### src/rtl/sdram_wb_arb_if.sv
// Wishbone classic bus bundle shared by the arbiter's master ports
// and its single SDRAM-side slave connection.
interface sdram_wb_arb_if #(
  parameter int AW = 32,
  parameter int DW = 32
);
  logic            cyc;
  logic            stb;
  logic            we;
  logic [AW-1:0]   adr;
  logic [DW-1:0]   dat_w;
  logic [DW/8-1:0] sel;
  logic [DW-1:0]   dat_r;
  logic            ack;
  logic            err;

  modport master (
    output cyc, stb, we, adr, dat_w, sel,
    input  dat_r, ack, err
  );

  modport slave (
    input  cyc, stb, we, adr, dat_w, sel,
    output dat_r, ack, err
  );
endinterface

### src/rtl/sdram_wb_arb.sv
// Three-port Wishbone arbiter in front of the SDRAM controller slave:
// round-robin / fixed priority, drain on abandon, watchdog timeout.
module sdram_wb_arb #(
  parameter int AW    = 32,
  parameter int DW    = 32,
  parameter int TMO_W = 10
) (
  input  logic             wb_clk_i,
  input  logic             wb_rst_i,
  sdram_wb_arb_if.slave    m0,
  sdram_wb_arb_if.slave    m1,
  sdram_wb_arb_if.slave    m2,
  sdram_wb_arb_if.master   s,
  input  logic             cfg_arb_mode,
  input  logic [TMO_W-1:0] cfg_tmo,
  output logic [1:0]       arb_gnt,
  output logic             arb_busy,
  output logic             tmo_evt
);

  localparam int RW = 1 + AW + DW + DW / 8;

  typedef enum logic [1:0] {
    IDLE,
    BUSY,
    DRAIN
  } state_t;

  state_t           state_q;
  state_t           state_d;
  logic [1:0]       last_q;
  logic [TMO_W-1:0] cnt_q;
  logic             cyc_q;
  logic             stb_q;
  logic [RW-1:0]    bus_q;

  logic [3:0]       req;
  logic [3:0]       cyc_v;
  logic [1:0]       win;
  logic [1:0]       nx1;
  logic [1:0]       nx2;
  logic [RW-1:0]    win_bus;
  logic             grant;
  logic             done;
  logic             tmo_hit;
  logic             gnt_cyc;
  logic [3:0]       ack_v;
  logic [3:0]       err_v;

  assign req = {1'b0,
                m2.cyc & m2.stb,
                m1.cyc & m1.stb,
                m0.cyc & m0.stb};

  assign cyc_v = {1'b0, m2.cyc, m1.cyc, m0.cyc};

  assign gnt_cyc = cyc_v[last_q];
  assign tmo_hit = (cfg_tmo != '0) && (cnt_q == cfg_tmo);

  // Rotation starts one past the last grant and wraps over 0..2.
  assign nx1 = (last_q == 2'd2) ? 2'd0 : last_q + 2'd1;
  assign nx2 = (nx1 == 2'd2) ? 2'd0 : nx1 + 2'd1;

  always_comb begin
    win = last_q;
    if (cfg_arb_mode) begin
      if (req[0])      win = 2'd0;
      else if (req[1]) win = 2'd1;
      else             win = 2'd2;
    end else begin
      if (req[nx1])      win = nx1;
      else if (req[nx2]) win = nx2;
      else               win = last_q;
    end
  end

  always_comb begin
    unique case (win)
      2'd0:    win_bus = {m0.we, m0.adr, m0.dat_w, m0.sel};
      2'd1:    win_bus = {m1.we, m1.adr, m1.dat_w, m1.sel};
      default: win_bus = {m2.we, m2.adr, m2.dat_w, m2.sel};
    endcase
  end

  always_comb begin
    state_d = state_q;
    grant   = 1'b0;
    done    = 1'b0;
    ack_v   = '0;
    err_v   = '0;
    tmo_evt = 1'b0;
    unique case (state_q)
      IDLE: begin
        if (|req) begin
          grant   = 1'b1;
          state_d = BUSY;
        end
      end
      BUSY: begin
        if (s.ack) begin
          ack_v[last_q] = 1'b1;
          done          = 1'b1;
          state_d       = IDLE;
        end else if (tmo_hit) begin
          err_v[last_q] = 1'b1;
          tmo_evt       = 1'b1;
          done          = 1'b1;
          state_d       = IDLE;
        end else if (!gnt_cyc) begin
          state_d = DRAIN;
        end
      end
      DRAIN: begin
        if (s.ack) begin
          done    = 1'b1;
          state_d = IDLE;
        end else if (tmo_hit) begin
          tmo_evt = 1'b1;
          done    = 1'b1;
          state_d = IDLE;
        end
      end
      default: state_d = IDLE;
    endcase
  end

  always_ff @(posedge wb_clk_i) begin
    if (wb_rst_i) begin
      state_q <= IDLE;
      last_q  <= 2'd2;
      cnt_q   <= '0;
      cyc_q   <= 1'b0;
      stb_q   <= 1'b0;
      bus_q   <= '0;
    end else begin
      state_q <= state_d;
      if (grant) begin
        last_q <= win;
        cyc_q  <= 1'b1;
        stb_q  <= 1'b1;
        bus_q  <= win_bus;
        cnt_q  <= '0;
      end else if (done) begin
        cyc_q  <= 1'b0;
        stb_q  <= 1'b0;
      end
      // Saturate so a disabled or huge limit never wraps into a match.
      if (state_q != IDLE && cnt_q != '1)
        cnt_q <= cnt_q + TMO_W'(1);
    end
  end

  assign s.cyc = cyc_q;
  assign s.stb = stb_q;
  assign {s.we, s.adr, s.dat_w, s.sel} = bus_q;

  assign m0.dat_r = s.dat_r;
  assign m1.dat_r = s.dat_r;
  assign m2.dat_r = s.dat_r;
  assign m0.ack   = ack_v[0];
  assign m1.ack   = ack_v[1];
  assign m2.ack   = ack_v[2];
  assign m0.err   = err_v[0];
  assign m1.err   = err_v[1];
  assign m2.err   = err_v[2];

  assign arb_gnt  = last_q;
  assign arb_busy = (state_q != IDLE);

endmodule

### src/flat_wrapper.sv
// flat-port wrapper written by rule: the top's interface ports become plain ports
module sdram_wb_arb_flat 
#(
  parameter int AW    = 32,
  parameter int DW    = 32,
  parameter int TMO_W = 10
)
  (wb_clk_i, wb_rst_i, cfg_arb_mode, cfg_tmo, arb_gnt, arb_busy, tmo_evt, m0_cyc, m0_stb, m0_we, m0_adr, m0_dat_w, m0_sel, m0_dat_r, m0_ack, m0_err, m1_cyc, m1_stb, m1_we, m1_adr, m1_dat_w, m1_sel, m1_dat_r, m1_ack, m1_err, m2_cyc, m2_stb, m2_we, m2_adr, m2_dat_w, m2_sel, m2_dat_r, m2_ack, m2_err, s_cyc, s_stb, s_we, s_adr, s_dat_w, s_sel, s_dat_r, s_ack, s_err);
  sdram_wb_arb_if #(.AW(AW), .DW(DW)) m0_i ();
  sdram_wb_arb_if #(.AW(AW), .DW(DW)) m1_i ();
  sdram_wb_arb_if #(.AW(AW), .DW(DW)) m2_i ();
  sdram_wb_arb_if #(.AW(AW), .DW(DW)) s_i ();
  input  logic wb_clk_i;
  input  logic wb_rst_i;
  input  logic cfg_arb_mode;
  input  logic [TMO_W-1:0] cfg_tmo;
  output logic [1:0] arb_gnt;
  output logic arb_busy;
  output logic tmo_evt;
  input wire logic [$bits(m0_i.cyc)-1:0] m0_cyc;
  input wire logic [$bits(m0_i.stb)-1:0] m0_stb;
  input wire logic [$bits(m0_i.we)-1:0] m0_we;
  input wire logic [$bits(m0_i.adr)-1:0] m0_adr;
  input wire logic [$bits(m0_i.dat_w)-1:0] m0_dat_w;
  input wire logic [$bits(m0_i.sel)-1:0] m0_sel;
  output wire logic [$bits(m0_i.dat_r)-1:0] m0_dat_r;
  output wire logic [$bits(m0_i.ack)-1:0] m0_ack;
  output wire logic [$bits(m0_i.err)-1:0] m0_err;
  input wire logic [$bits(m1_i.cyc)-1:0] m1_cyc;
  input wire logic [$bits(m1_i.stb)-1:0] m1_stb;
  input wire logic [$bits(m1_i.we)-1:0] m1_we;
  input wire logic [$bits(m1_i.adr)-1:0] m1_adr;
  input wire logic [$bits(m1_i.dat_w)-1:0] m1_dat_w;
  input wire logic [$bits(m1_i.sel)-1:0] m1_sel;
  output wire logic [$bits(m1_i.dat_r)-1:0] m1_dat_r;
  output wire logic [$bits(m1_i.ack)-1:0] m1_ack;
  output wire logic [$bits(m1_i.err)-1:0] m1_err;
  input wire logic [$bits(m2_i.cyc)-1:0] m2_cyc;
  input wire logic [$bits(m2_i.stb)-1:0] m2_stb;
  input wire logic [$bits(m2_i.we)-1:0] m2_we;
  input wire logic [$bits(m2_i.adr)-1:0] m2_adr;
  input wire logic [$bits(m2_i.dat_w)-1:0] m2_dat_w;
  input wire logic [$bits(m2_i.sel)-1:0] m2_sel;
  output wire logic [$bits(m2_i.dat_r)-1:0] m2_dat_r;
  output wire logic [$bits(m2_i.ack)-1:0] m2_ack;
  output wire logic [$bits(m2_i.err)-1:0] m2_err;
  output wire logic [$bits(s_i.cyc)-1:0] s_cyc;
  output wire logic [$bits(s_i.stb)-1:0] s_stb;
  output wire logic [$bits(s_i.we)-1:0] s_we;
  output wire logic [$bits(s_i.adr)-1:0] s_adr;
  output wire logic [$bits(s_i.dat_w)-1:0] s_dat_w;
  output wire logic [$bits(s_i.sel)-1:0] s_sel;
  input wire logic [$bits(s_i.dat_r)-1:0] s_dat_r;
  input wire logic [$bits(s_i.ack)-1:0] s_ack;
  input wire logic [$bits(s_i.err)-1:0] s_err;
  assign m0_i.cyc = m0_cyc;
  assign m0_i.stb = m0_stb;
  assign m0_i.we = m0_we;
  assign m0_i.adr = m0_adr;
  assign m0_i.dat_w = m0_dat_w;
  assign m0_i.sel = m0_sel;
  assign m0_dat_r = m0_i.dat_r;
  assign m0_ack = m0_i.ack;
  assign m0_err = m0_i.err;
  assign m1_i.cyc = m1_cyc;
  assign m1_i.stb = m1_stb;
  assign m1_i.we = m1_we;
  assign m1_i.adr = m1_adr;
  assign m1_i.dat_w = m1_dat_w;
  assign m1_i.sel = m1_sel;
  assign m1_dat_r = m1_i.dat_r;
  assign m1_ack = m1_i.ack;
  assign m1_err = m1_i.err;
  assign m2_i.cyc = m2_cyc;
  assign m2_i.stb = m2_stb;
  assign m2_i.we = m2_we;
  assign m2_i.adr = m2_adr;
  assign m2_i.dat_w = m2_dat_w;
  assign m2_i.sel = m2_sel;
  assign m2_dat_r = m2_i.dat_r;
  assign m2_ack = m2_i.ack;
  assign m2_err = m2_i.err;
  assign s_cyc = s_i.cyc;
  assign s_stb = s_i.stb;
  assign s_we = s_i.we;
  assign s_adr = s_i.adr;
  assign s_dat_w = s_i.dat_w;
  assign s_sel = s_i.sel;
  assign s_i.dat_r = s_dat_r;
  assign s_i.ack = s_ack;
  assign s_i.err = s_err;
  sdram_wb_arb #(.AW(AW), .DW(DW), .TMO_W(TMO_W)) u_core (.wb_clk_i(wb_clk_i), .wb_rst_i(wb_rst_i), .m0(m0_i), .m1(m1_i), .m2(m2_i), .s(s_i), .cfg_arb_mode(cfg_arb_mode), .cfg_tmo(cfg_tmo), .arb_gnt(arb_gnt), .arb_busy(arb_busy), .tmo_evt(tmo_evt));
endmodule
### config.mk
export PLATFORM = sky130hd
export DESIGN_NAME = sdram_wb_arb_flat
export DESIGN_NICKNAME = d
export VERILOG_FILES = /design/src/rtl/sdram_wb_arb_if.sv /design/src/rtl/sdram_wb_arb.sv /design/src/flat_wrapper.sv
export SDC_FILE = /design/constraint.sdc
export NUM_CORES = 1
export LEC_CHECK = 0
export BUFFER_PORTS_ARGS = -buffer_cell sky130_fd_sc_hd__buf_2
export CAP_MARGIN = 20
export CORE_AREA = 2 2 168 170
export CTS_BUF_LIST = sky130_fd_sc_hd__clkbuf_4
export DETAILED_ROUTE_END_ITERATION = 10
export DIE_AREA = 0 0 170 172
export HOLD_SLACK_MARGIN = 0.08
export PLACE_DENSITY = 0.51
export REMOVE_ABC_BUFFERS = 1
export SLEW_MARGIN = 40
export SYNTH_ARGS = -nofsm -noshare
export SYNTH_HDL_FRONTEND = slang
export SYNTH_SLANG_ARGS = --single-unit
### constraint.sdc
create_clock -name wb_clk_i -period 2.1 [get_ports wb_clk_i]
set_input_delay 0.21 -clock wb_clk_i [delete_from_list [all_inputs] [get_ports wb_clk_i]]
set_output_delay 0.21 -clock wb_clk_i [all_outputs]
set_load 0.01 [all_outputs]
==> impl_metrics.py <==
metrics = {
    "run_status": {
        "outcome": "finished, violations left",
        "violations": "setup timing",
    },
    "timing": {
        "fin_crit_sh": 1.14,
        "timing.clock.skew_ns": 0.0312,
        "slew_viol_final": 0,
        "clock.fmax_mhz": 419,
        "min_period_ns": 2.39,
        "worst_hold_slack_ns": 0.166,
        "slew-limit-headroom": 0.698,
        "slew_at_the_pin_closest_to_its_max_slew_limit_ns": 0.453,
        "timing_hold_violations_final": 0,
        "finalSetupViolations": 4,
        "fin_ws_ns": -0.287,
        "grt_setup_unrepaired": "yes",
    },
    "final_layout": {
        "antennaDiodeCount": 0,
        "drive_gt1_frac": 0.357,
        "area.growth.synth_to_final_pct": 75.3,
        "most-common-layout-cells": "buf_2, dlygate4sd3_1, nand2_1, dfxtp_1, o21ai_0",
        "design.final.nets": 1309,
        "layout.cells.most_common": "buf_2",
        "layout.cell_area.non_filler_mm2": 0.00853,
        "instances_no_fill": 1396,
    },
    "setup_path": {
        "worst_flop_to_flop_path_startpoint": "u_core.state_q[0]$_SDFFE_PP0P_",
        "cp_cell_sequence": "xor2_1 > nor4_2 > nand4_1 > buf_4 > or3b_4 > nor3_2 > buf_2",
        "critical_path_class": "reg2out",
        "crit_path_start_kind": "flip-flop",
        "critical_path_arrival_ns": 2.18,
        "worst_setup_path_startpoint": "u_core.cnt_q[1]$_SDFFE_PP0P_",
        "setup.worst_path.end_class": "primary output",
        "cp.required_ns": 1.89,
        "worstPathMaxFanout": 3,
        "worst_path_largest_cell_delay_ns": 0.39,
        "timing.critical_path.slowest_stage_cell": "or3b_4",
    },
    "synth": {
        "synth_edf_count": 0,
        "portion_of_the_post_synthesis_area_used_by_sequential_elements": 0.346,
        "synthSimpleGateAreaFrac": 0.141,
        "synth_compound_area_frac": 0.269,
        "synth-warning-count": 0,
        "postSynthCellCount": 631,
        "post_synth_fa_ha_maj_area_fraction": 0.0103,
        "synth_top_family_by_area": "compound AO/OA/AOI/OAI gates",
        "synth_async_sr_flop_share": 0,
        "synthTopCellsByArea": "dfxtp_1, buf_4, o22ai_1",
        "postSynthAreaPerCell_um2": 7.71,
        "yosys.cell_types.count": 41,
        "synthDominantAreaCellType": "dfxtp_1",
        "yosys-mux-area-fraction": 0.0154,
        "synth_xor_xnor_area_share": 0.0180,
        "synth_seq_cells": 84,
        "post-synth-top-area-fraction": 0.346,
        "dominantRegCellSynth": "dfxtp_1",
        "syn_area_mm2": 0.00487,
    },
    "drt": {
        "detailedRoute.firstIterationViolations": 306,
        "drt_pre_antenna_iters": 5,
        "ant_nets": 0,
        "detail_route.wl_per_cell_um": 17.9,
        "remaining_drc_errors": 0,
        "drt-total-wl_mm": 25.0,
        "num_vias": 6428,
        "routed_via_density": 4.60,
    },
    "clock_network": {
        "clock_sinks": 84,
        "cts_tree": "built",
        "clock_path_buffers": 2,
        "cts_root_buffer": "clkbuf_4",
        "cts_max_level": 3,
        "path_clk_slew_ns": 0.17,
        "worstSkewPairLatency_ns": 0.46,
        "cts_made_buffers": 9,
    },
    "place": {
        "io_buffers": 307,
        "placement.setup.worst_slack_ns": -0.00122,
        "place.gp.congestion": 0.761,
        "dp_cells": 1171,
        "post_dp_cell_area_mm2": 0.00622,
        "dp_hpwl_mm": 16.1,
    },
    "flow_run": {
        "drv_cap": 0,
    },
    "grt": {
        "grt_usage": 0.159,
        "antenna_found_initial": 0,
        "grt_overflow_total": 0,
        "global_route_wire_length_before_repair_mm": 35.3,
        "largest_net_degree_at_the_start_of_global_routing": 71,
        "number_of_global_route_vias_before_repair": 6381,
    },
    "floorplan": {
        "core_area_mm2": 0.0275,
        "dieWidth_um": 170,
        "io_pins": 437,
        "dieArea_mm2": 0.0292,
        "initial_core_utilization": 0.177,
        "core.rowCount": 61,
        "die-height_um": 172,
    },
    "worst_hold_path": {
        "hold_path.startpoint": "wb_rst_i",
        "worstHoldPathType": "in2reg",
    },
    "power": {
        "power.density_mw_per_mm2": 619,
        "vdd.ir_drop.worst_mv": 0.297,
        "overall_power_mw": 5.28,
        "leakage_nw": 3.78,
    },
}
[per-layer routing]
metal	global-route usage	vias to the layer above	routed length, um
met5	0.0348	-	111
met4	0.0491	2	571
met3	0.0938	57	3140
met2	0.247	433	11000
met1	0.181	2952	10200
li1	-	2984	-
[layout make-up]
class,count,area [um2]
well taps,346,433
flip-flops and latches,84,1690
repair buffers,541,3930
multi-input cells,404,2280
fillers,2854,18900
clock inverters,6,113
inverters,5,18.8
clock buffers,10,75.1
[registers in the layout (all words and copies together), names as in the netlist]
signal / flops
u_core.arb_gnt: 2
u_core.bus_q: 69
u_core.s.cyc: 1
u_core.state_q: 2
u_core.cnt_q: 10
[synthesized netlist by cell type, types with 5 or more instances]
master / instances
a21oi_1: 5
buf_2: 11
buf_4: 98
buf_6: 8
clkbuf_1: 21
dfxtp_1: 84
inv_1: 5
nand2_1: 82
nand3_1: 13
nor2_1: 16
nor2_2: 5
nor3_1: 8
nor4_1: 6
o21ai_0: 73
o21ai_1: 68
o22ai_1: 69
xor2_1: 10
[repair_timing]
| action | 4_1_cts | 5_1_grt |
|---|---|---|
| resized for setup | 5 | 7 |
| endpoints found under the hold margin | 71 | 0 |
| hold buffers | 206 | 0 |
| pin swaps | 3 | 3 |
| setup endpoints to repair | 4 | 5 |
| setup buffers | 1 | 2 |
[critical path, delay by kind of cell, from the launching register on]
kind	cells	cell delay (ns)
AND/OR/NAND/NOR	4	0.92
flip-flops	1	0.35
buffers and inverters	2	0.32
XOR/XNOR	1	0.16
[final timing paths]
| kind | to | slack, ns | cells past startpoint |
|---|---|---|---|
| worst max-delay path | m0_err | -0.29 | 7 |
| worst min-delay path | u_core.cnt_q[0]$_SDFFE_PP0P_ | 0.17 | 2 |
| worst max register to register | u_core.bus_q[68]$_SDFFE_PP0P_ | 0.24 | 7 |
| worst min register to register | u_core.bus_q[60]$_SDFFE_PP0P_ | 0.45 | 2 |
[power by group]
part / internal, mW / switching (mW) / total, mW / leakage (nW)
clock network: 0.619 / 0.653 / 1.27 / 0.101
registers: 1.85 / 0.133 / 1.98 / 0.694
logic: 0.970 / 1.05 / 2.02 / 2.99
[cell families (layout without fill, tap and decap cells)]
family                     Yosys count  in the layout
DFF                                 84             84
adders and majority gates            4              4
muxes                                7              7
and+or+nand+nor                    150            150
buffers and inverters              143            562
AOI/OAI and AO/OA                  233            233
xor gates and xnor gates            10             10
[per-stage QoR]
stage | utilization | TNS [ns]
floorplan | - | -137.32
global placement | 0.227 | -0.0265
detailed placement | 0.227 | -0.00122
CTS | 0.309 | -1.33
global route | 0.311 | -1.77
finish | 0.311 | -0.999
(Power assumes the default switching activity.)
